==> src/rtl/pattern_sender.sv <==
// ---------------------------------------------------------------------------
// pattern_sender
//
// Transmit-side symbol generator. Each frame is PAY_LEN programmable 2-bit
// payload symbols followed by the fixed trailer 1,2,3. Frames repeat a
// programmed number of times and are separated by GAP idle cycles.
//
// Parameters
//   PAY_LEN      payload symbols per frame (1..16)
//   GAP          idle cycles (valid=0) between frames, 0 = back-to-back (0..15)
//
// Ports
//   clk          rising-edge clock
//   reset        synchronous, active-high reset
//   start        one-cycle request, honoured only while idle
//   payload      payload symbols, symbol i = payload[2i+1:2i], symbol 0 first
//   repeat_count number of frames to send (0 behaves as 1)
//   ready        sink accepts a symbol this cycle
//   num          current symbol
//   valid        num holds a symbol
//   busy         transfer sequence in progress
//   done         one-cycle pulse after the final trailer symbol is accepted
//   frame_cnt    frames completed since the last start (saturates at 15)
//
// All outputs are registered. The port carrying the frame count is called
// repeat_count because "repeat" is a reserved word in SystemVerilog.
// ---------------------------------------------------------------------------
module pattern_sender #(
    parameter int PAY_LEN = 8,
    parameter int GAP     = 2
) (
    input  logic                   clk,
    input  logic                   reset,
    input  logic                   start,
    input  logic [2*PAY_LEN-1:0]   payload,
    input  logic [3:0]             repeat_count,
    input  logic                   ready,
    output logic [1:0]             num,
    output logic                   valid,
    output logic                   busy,
    output logic                   done,
    output logic [3:0]             frame_cnt
);

    typedef enum logic [2:0] {
        S_IDLE    = 3'd0,
        S_PAYLOAD = 3'd1,
        S_T1      = 3'd2,
        S_T2      = 3'd3,
        S_T3      = 3'd4,
        S_GAP     = 3'd5,
        S_DONE    = 3'd6
    } state_t;

    localparam logic [3:0] LAST_IDX = 4'(PAY_LEN - 1);
    localparam logic [3:0] GAP_LAST = 4'((GAP > 0) ? (GAP - 1) : 0);
    localparam bit         HAS_GAP  = (GAP > 0);

    // Select payload symbol i from a packed payload word.
    function automatic logic [1:0] sym_at(input logic [2*PAY_LEN-1:0] p,
                                          input logic [3:0]           i);
        logic [2*PAY_LEN-1:0] sh;
        sh = p >> {i, 1'b0};
        return sh[1:0];
    endfunction

    state_t               state_r,     state_s;
    logic [2*PAY_LEN-1:0] payload_r,   payload_s;
    logic [3:0]           rep_r,       rep_s;
    logic [3:0]           idx_r,       idx_s;
    logic [3:0]           gap_cnt_r,   gap_cnt_s;
    logic [1:0]           num_r,       num_s;
    logic                 valid_r,     valid_s;
    logic                 busy_r,      busy_s;
    logic                 done_r,      done_s;
    logic [3:0]           frame_cnt_r, frame_cnt_s;

    logic                 accept_s;
    logic                 more_s;

    assign accept_s = valid_r & ready;
    // Another frame is due if the one finishing now is not the last.
    assign more_s   = ({1'b0, frame_cnt_r} + 5'd1) < {1'b0, rep_r};

    // Next-state and next-output logic; every register holds unless changed.
    always_comb begin
        state_s     = state_r;
        payload_s   = payload_r;
        rep_s       = rep_r;
        idx_s       = idx_r;
        gap_cnt_s   = gap_cnt_r;
        num_s       = num_r;
        valid_s     = valid_r;
        busy_s      = busy_r;
        done_s      = 1'b0;
        frame_cnt_s = frame_cnt_r;

        case (state_r)
            S_IDLE: begin
                if (start) begin
                    state_s     = S_PAYLOAD;
                    payload_s   = payload;
                    rep_s       = (repeat_count == 4'd0) ? 4'd1 : repeat_count;
                    frame_cnt_s = 4'd0;
                    idx_s       = 4'd0;
                    busy_s      = 1'b1;
                    valid_s     = 1'b1;
                    num_s       = payload[1:0];
                end else begin
                    busy_s  = 1'b0;
                    valid_s = 1'b0;
                    num_s   = 2'd0;
                end
            end

            S_PAYLOAD: begin
                if (accept_s) begin
                    if (idx_r == LAST_IDX) begin
                        state_s = S_T1;
                        idx_s   = 4'd0;
                        num_s   = 2'd1;
                    end else begin
                        idx_s = idx_r + 4'd1;
                        num_s = sym_at(payload_r, idx_r + 4'd1);
                    end
                end else begin
                    state_s = S_PAYLOAD;
                end
            end

            S_T1: begin
                if (accept_s) begin
                    state_s = S_T2;
                    num_s   = 2'd2;
                end else begin
                    state_s = S_T1;
                end
            end

            S_T2: begin
                if (accept_s) begin
                    state_s = S_T3;
                    num_s   = 2'd3;
                end else begin
                    state_s = S_T2;
                end
            end

            S_T3: begin
                if (accept_s) begin
                    frame_cnt_s = (frame_cnt_r == 4'hF) ? 4'hF : (frame_cnt_r + 4'd1);
                    if (more_s) begin
                        if (HAS_GAP) begin
                            state_s   = S_GAP;
                            gap_cnt_s = 4'd0;
                            valid_s   = 1'b0;
                            num_s     = 2'd0;
                        end else begin
                            state_s = S_PAYLOAD;
                            idx_s   = 4'd0;
                            valid_s = 1'b1;
                            num_s   = payload_r[1:0];
                        end
                    end else begin
                        state_s = S_DONE;
                        valid_s = 1'b0;
                        num_s   = 2'd0;
                        busy_s  = 1'b0;
                        done_s  = 1'b1;
                    end
                end else begin
                    state_s = S_T3;
                end
            end

            S_GAP: begin
                // gap_cnt_r counts the idle cycles already spent in this gap.
                if (gap_cnt_r == GAP_LAST) begin
                    state_s   = S_PAYLOAD;
                    gap_cnt_s = 4'd0;
                    idx_s     = 4'd0;
                    valid_s   = 1'b1;
                    num_s     = payload_r[1:0];
                end else begin
                    gap_cnt_s = gap_cnt_r + 4'd1;
                end
            end

            S_DONE: begin
                state_s = S_IDLE;
                valid_s = 1'b0;
                num_s   = 2'd0;
                busy_s  = 1'b0;
            end

            default: begin
                state_s = S_IDLE;
                valid_s = 1'b0;
                num_s   = 2'd0;
                busy_s  = 1'b0;
            end
        endcase
    end

    // State and output registers with synchronous reset.
    always_ff @(posedge clk) begin
        if (reset) begin
            state_r     <= S_IDLE;
            payload_r   <= '0;
            rep_r       <= 4'd0;
            idx_r       <= 4'd0;
            gap_cnt_r   <= 4'd0;
            num_r       <= 2'd0;
            valid_r     <= 1'b0;
            busy_r      <= 1'b0;
            done_r      <= 1'b0;
            frame_cnt_r <= 4'd0;
        end else begin
            state_r     <= state_s;
            payload_r   <= payload_s;
            rep_r       <= rep_s;
            idx_r       <= idx_s;
            gap_cnt_r   <= gap_cnt_s;
            num_r       <= num_s;
            valid_r     <= valid_s;
            busy_r      <= busy_s;
            done_r      <= done_s;
            frame_cnt_r <= frame_cnt_s;
        end
    end

    assign num       = num_r;
    assign valid     = valid_r;
    assign busy      = busy_r;
    assign done      = done_r;
    assign frame_cnt = frame_cnt_r;

endmodule

==> config.mk <==
export PLATFORM = sky130hd
export DESIGN_NAME = pattern_sender
export DESIGN_NICKNAME = d
export VERILOG_FILES = /design/src/rtl/pattern_sender.sv
export SDC_FILE = /design/constraint.sdc
export NUM_CORES = 1
export LEC_CHECK = 0
export CAP_MARGIN = 15
export CELL_PAD_IN_SITES_DETAIL_PLACEMENT = 1
export CELL_PAD_IN_SITES_GLOBAL_PLACEMENT = 1
export CORE_MARGIN = 2
export CORE_UTILIZATION = 40
export DETAILED_ROUTE_END_ITERATION = 6
export GPL_ROUTABILITY_DRIVEN = 0
export PLACE_DENSITY_LB_ADDON = 0.1
export SYNTH_ARGS = -nofsm -noshare
export SYNTH_HDL_FRONTEND = slang
export SYNTH_SLANG_ARGS = --single-unit
==> constraint.sdc <==
create_clock -name clk -period 2.3 [get_ports clk]
set_clock_uncertainty 0.05 [all_clocks]
set_input_delay 0.69 -clock clk [delete_from_list [all_inputs] [get_ports clk]]
set_output_delay 0.69 -clock clk [all_outputs]
set_load 0.02 [all_outputs]
## Word level (Yosys, flattened, before mapping)

Cells that the tools add are included.

| cells by class | value |
|---|---|
| add/sub/neg operators | 4 |
| order comparisons | 1 |
| equal/unequal tests | 17 |
| shift operators | 1 |
| multiplexer cells | 38 |
| bitwise gates (word level) | 5 |
| reduce and logical (&&, ||, !) cells | 16 |

Operators with widths:

| operator | count |
|---|---|
| two-way mux 4 bit | 10 |
| two-way mux 3 bit | 6 |
| one-hot mux 3 bit (6 select lines) | 1 |
| two-way mux 2 bit | 8 |
| != test 2 bit (second input constant) | 8 |
| one-hot mux 4 bit (2 select lines) | 2 |
| right shift 16 x 5 -> 2 bit | 1 |
| AND reduction 3 bit | 5 |
| adder 4 x 1 -> 4 bit (second input constant) | 3 |
| one-hot mux 2 bit (6 select lines) | 1 |
| one-hot mux 4 bit (3 select lines) | 1 |
| two-way mux 1 bit | 7 |
| equality test 3 x 2 -> 1 bit (second input constant) | 2 |
| equality test 3 bit (second input constant) | 2 |
| OR reduction 3 bit | 2 |
| adder 4 x 1 -> 5 bit (second input constant) | 1 |
| less-than comparator 5 x 4 -> 1 bit | 1 |
| AND reduction 5 bit | 1 |
| equality test 4 x 1 -> 1 bit (second input constant) | 1 |
| equality test 4 x 3 -> 1 bit (second input constant) | 1 |
| equality test 4 bit (second input constant) | 1 |
| zero test 4 bit | 1 |
| NOT 1 bit | 4 |
| one-hot mux 1 bit (4 select lines) | 1 |
| 10 further kinds | 11 |

| storage, ports and cells | value |
|---|---|
| bits in registers | 40 |
| input port bits | 24 |
| word-level logic and storage cells | 92 |

## Depth between registers and ports, before layout

Gate-level depths: netlist of the first run.

| logic depth | value |
|---|---|
| depth after elaboration | 5 |
| depth in mapped cells | 7 |

## Least setup slack after synthesis of the first run

OpenSTA, ideal clock, no wires.

| timing | value |
|---|---|
| path kind | reg2reg |
| from | reg idx_r[0] |
| to | reg num_r[1] (netlist: num[1]) |
| arrival | 1897 ps |
| required time | 2130 ps |
| slack | 233 ps |
| stages on the path, launching flop included | 7 |
| buffers on the path | 1 |
| period minus slack after synthesis | 2067 ps |
| path through | dfxtp_1 ha_1 buf_6 mux4_1 mux2_2 and4_1 a211o_1 |

| between the ends | value |
|---|---|
| longest elaborated chain between the ends | 5 |
| elaborated cells on any way between the ends | 6 |
| those cells by class | add/sub (1); eq/ne (1); shift (1); mux (3) |

Ends and longest elaborated chain:

| element | RTL line | source |
|---|---|---|
| from (decl) | 70 | `logic [3:0] idx_r, idx_s;` |
| from (signal assigned) | 222 | `idx_r <= idx_s;` |
| adder 4 x 1 -> 4 bit | 124 | `num_s = sym_at(payload_r, idx_r + 4'd1);` |
| right shift 16 x 5 -> 2 bit | 63 | `sh = p >> {i, 1'b0};` |
| two-way mux 2 bit (*) | 118 | `if (idx_r == LAST_IDX) begin` |
| two-way mux 2 bit (*) | 117 | `if (accept_s) begin` |
| one-hot mux 2 bit (6 select lines) (*) | 98 | `case (state_r)` |
| to (signal assigned) | 224 | `num_r <= num_s;` |
| to (decl) | 72 | `logic [1:0] num_r, num_s;` |

Every way passes the cells marked *; elsewhere a longest branch is shown, timed or not. The select of a mux whose other input is x is not followed.
A chain may end at the register's enable or synchronous reset.

## Final worst setup path of the first run

| timing | value |
|---|---|
| from | reg frame_cnt_r[2] (netlist: frame_cnt[2]) |
| to | out frame_cnt[2] |

RTL lines:

| element | RTL line | source |
|---|---|---|
| from (decl) | 76 | `logic [3:0] frame_cnt_r, frame_cnt_s;` |
| from (signal assigned) | 228 | `frame_cnt_r <= frame_cnt_s;` |
| to (decl) | 42 | `output logic [3:0] frame_cnt` |

No word-level cell between the ends.

==> flow_summary.json, run 1 <==
{
  "max_slew_margin_pct": 57.84,
  "seq_area_frac_synth_pct": 36.02,
  "ys_ff_latch": 40,
  "die_area_um2": 6171,
  "fmax_mhz": 466.0,
  "synth_cell_types": 57,
  "crit_start": "frame_cnt[2]$_SDFFE_PP0P_",
  "critPathLaunchType": "flip-flop",
  "layout-drive-gt1-share_pct": 11.75,
  "drt-initial-drc-count": 117,
  "dp_cells": 379,
  "critical_path_class": "reg -> out",
  "slew_violations": 0,
  "synthFlopType": "dfxtp_1",
  "nets": 345,
  "synth_top_area_share_pct": 36.02,
  "cts.path.max_buffers": 2,
  "leakage_nw": 1.076,
  "core_area_um2": 5439,
  "grt_pass1_wl_um": 9694,
  "power_density_nw_per_um2": 617.8,
  "cts_tree": "built",
  "die_x_um": 78.56,
  "ir_drop_mv": 0.3125,
  "cp_top_family": "buffers and inverters",
  "grt_overflow": 0,
  "synthMuxAreaShare_pct": 4.952,
  "htree_levels": 2,
  "hold_path_depth": 2,
  "dieHeight_um": 78.56,
  "synth_compound_area_share_pct": 21.89,
  "grt_start_max_net_pins": 23,
  "post_cts.repair.setup_buffers": 0,
  "crit_buf_inv": 1,
  "layout_commonest_cell": "nand2_1",
  "synth_nets": 303,
  "r2r_slack_ns": 0.21,
  "synth_edf_count": 0,
  "pwr-share-seq_pct": 44.4,
  "antenna_found_initial": 0,
  "clock_latency_ns": 0.30,
  "timing.rr.start": "idx_r[1]$_SDFFE_PP0P_",
  "cp_max_fo": 7,
  "vias": 2106,
  "end_kind": "output port",
  "maxCapViolations": 0,
  "dp_hpwl_um": 4306,
  "synth_area_per_cell_um2": 8.174,
  "cts_sinks": 40,
  "hold_viol_final": 0,
  "swShare_pct": 28.60,
  "cts.clk_slew.worst_paths_ns": 0.08,
  "synth-simple-area-share_pct": 24.82,
  "synth_top_family_by_area": "simple AND/OR/NAND/NOR gates",
  "syn-cell-area_um2": 2223,
  "diodes": 0,
  "synth-async-reset-ratio_pct": 0,
  "io_buffers": 32,
  "worstPathArrival_ns": 1.41,
  "synthCells": 272,
  "place_area_um2": 2716,
  "rsz0062_at_grt": "no",
  "layout_setup_ws_ns": 0.1539,
  "finalSetupViolCount": 0,
  "pin_count": 33,
  "root_buffer": "clkbuf_8",
  "required_ns": 1.56,
  "pre_cts_ws_ns": -0.1281,
  "hp-start": "payload_r[7]$_SDFFE_PP0P_",
  "dr.pass1.iters": 4,
  "design_area_um2": 2831,
  "path_cells": "clkdlybuf4s50_1",
  "synthToLayoutAreaGrowth_pct": 27.35,
  "hold_end": "payload_r[7]$_SDFFE_PP0P_",
  "numCtsBuffers": 5,
  "r2r-end": "num[1]$_SDFFE_PP0P_",
  "yosys.area.top_type": "dfxtp_1",
  "outcome": "completed",
  "p_sw_w": 0.0005004,
  "via_per_inst": 5.442,
  "track_usage_pct": 19.95,
  "slowest_stage": "clkdlybuf4s50_1",
  "period_needed_ns": 2.146,
  "antenna_left": 0,
  "drc": 0,
  "final_util_pct": 52.06,
  "r2r_cells": 5,
  "initial_core_util_pct": 40.88,
  "netlist_top_cells_area": "dfxtp_1 36%, a21oi_1 7.9%, nand2_1 7.4%, ha_1 3.9%, mux4_1 3.5%",
  "rows": 27,
  "routed_wl_um": 5743,
  "yosys_warnings": 0,
  "synthXorXnorAreaFrac_pct": 2.364,
  "routedWlPerCell_um": 14.84,
  "setup_tns_ns": 0,
  "slowest_delay_ns": 0.65,
  "power.internal_w": 0.001249,
  "synthAdderAreaFrac_pct": 3.939,
  "clockPowerShare_pct": 33.3,
  "hp-class": "reg -> reg",
  "fin_cells": 387,
  "final_cell_mix": "44 x nand2_1, 40 x dfxtp_1, 34 x a21oi_1, 32 x clkdlybuf4s50_1, 22 x buf_4",
  "grt_pass1_vias": 2004,
  "tightest_slew_ns": 0.6315,
  "p_comb_share_pct": 22.3,
  "min_period_over_period_pct": 93.31
}
==> routing by layer <==
metal | GRT usage (%) | wire, um
met4 | 6.316 | 76
met1 | 28.33 | 2967
met5 | 0 | 0
met3 | 3.678 | 180
met2 | 30.51 | 2518
==> worst max path at each step <==
stage	to	depth (start not counted)
2_1_floorplan	num[1]$_SDFFE_PP0P_	6
6_report	frame_cnt[2]	1
4_1_cts	frame_cnt[2]	1
3_3_place_gp	num[1]$_SDFFE_PP0P_	5
3_5_place_dp	num[1]$_SDFFE_PP0P_	5
5_1_grt	gap_cnt_r[3]$_SDFFE_PP0P_	8
==> cell type report <==
type                       count  area, um2
clock buffer                   5      68.82
clock inverter                 3      42.54
fill                         659       2608
inverter                       7      26.28
multi-input combinational    205       1297
sequential                    40      800.8
tap                           72      90.09
timing repair buffer          55      505.5
==> cells in the mapped netlist (2+ instances only) <==
library cell	n
a211oi_1	3
a21oi_1	35
a311oi_1	2
a31oi_1	2
and3_1	3
and3b_1	2
buf_2	5
buf_6	3
clkbuf_1	11
dfxtp_1	40
ha_1	7
inv_1	7
mux2i_1	2
mux4_1	3
nand2_1	44
nand2b_1	6
nand3_1	6
nand4_1	2
nand4b_1	2
nor2_1	12
nor2b_1	3
nor3_1	11
nor3b_1	3
nor4_1	2
o211ai_1	3
o21a_1	2
o21ai_0	12
o31ai_1	3
o41ai_1	2
or3_1	2
or4bb_1	2
xnor2_1	3
xor2_1	3
==> worst register-to-register path: cells and delay by family (launching register included) <==
family | cells | cell delay, ns
AOI/OAI and AO/OA | 1 | 0.26
adders and majority gates | 1 | 0.31
DFF | 1 | 0.34
muxes | 2 | 0.84
and+or+nand+nor | 1 | 0.19
==> timing repair <==
action,4_1_cts,5_1_grt
setup endpoints to repair,0,2
hold buffers,0,0
gates resized for setup,0,1
==> sequential cells by signal, indices dropped and copies added, names as in the netlist <==
signal,count
payload_r,16
frame_cnt,4
gap_cnt_r,4
idx_r,4
rep_r,4
state_r,3
num,2
busy,1
done,1
valid,1
==> stage by stage <==
step | power [W] | hold slack, ns
2_1_floorplan | 0.001019 | 0.3815
3_3_place_gp | 0.001175 | 0.3885
3_5_place_dp | 0.001181 | 0.3981
4_1_cts | 0.001763 | 0.4097
5_1_grt | 0.001833 | 0.4238
6_report | 0.001749 | 0.4025
==> kinds of logic after synthesis <==
| logic type | after synthesis |
|---|---|
| simple gates | 108 |
| compound gates | 78 |
| flops | 40 |
| buf+inv | 27 |
| fa+ha+maj | 7 |
| xor+xnor | 6 |
| mux | 6 |
==> power groups by stage <==
stage	Combinational, W	Clock (W)	Sequential [W]
floorplan	0.000234	0	0.000785
global placement	0.000385	0	0.000790
detailed placement	0.000389	0	0.000792
CTS	0.000391	0.000596	0.000776
global route	0.000430	0.000619	0.000784
finish	0.000390	0.000583	0.000776
(Power assumes the default switching activity.)
==> run 2: changes to the inputs <==
- SLEW_MARGIN: default -> 20
- TNS_END_PERCENT: default -> 50
==> results of run 2 <==
Same layout as run 1: the final DEF is identical, and so are final timing and power.
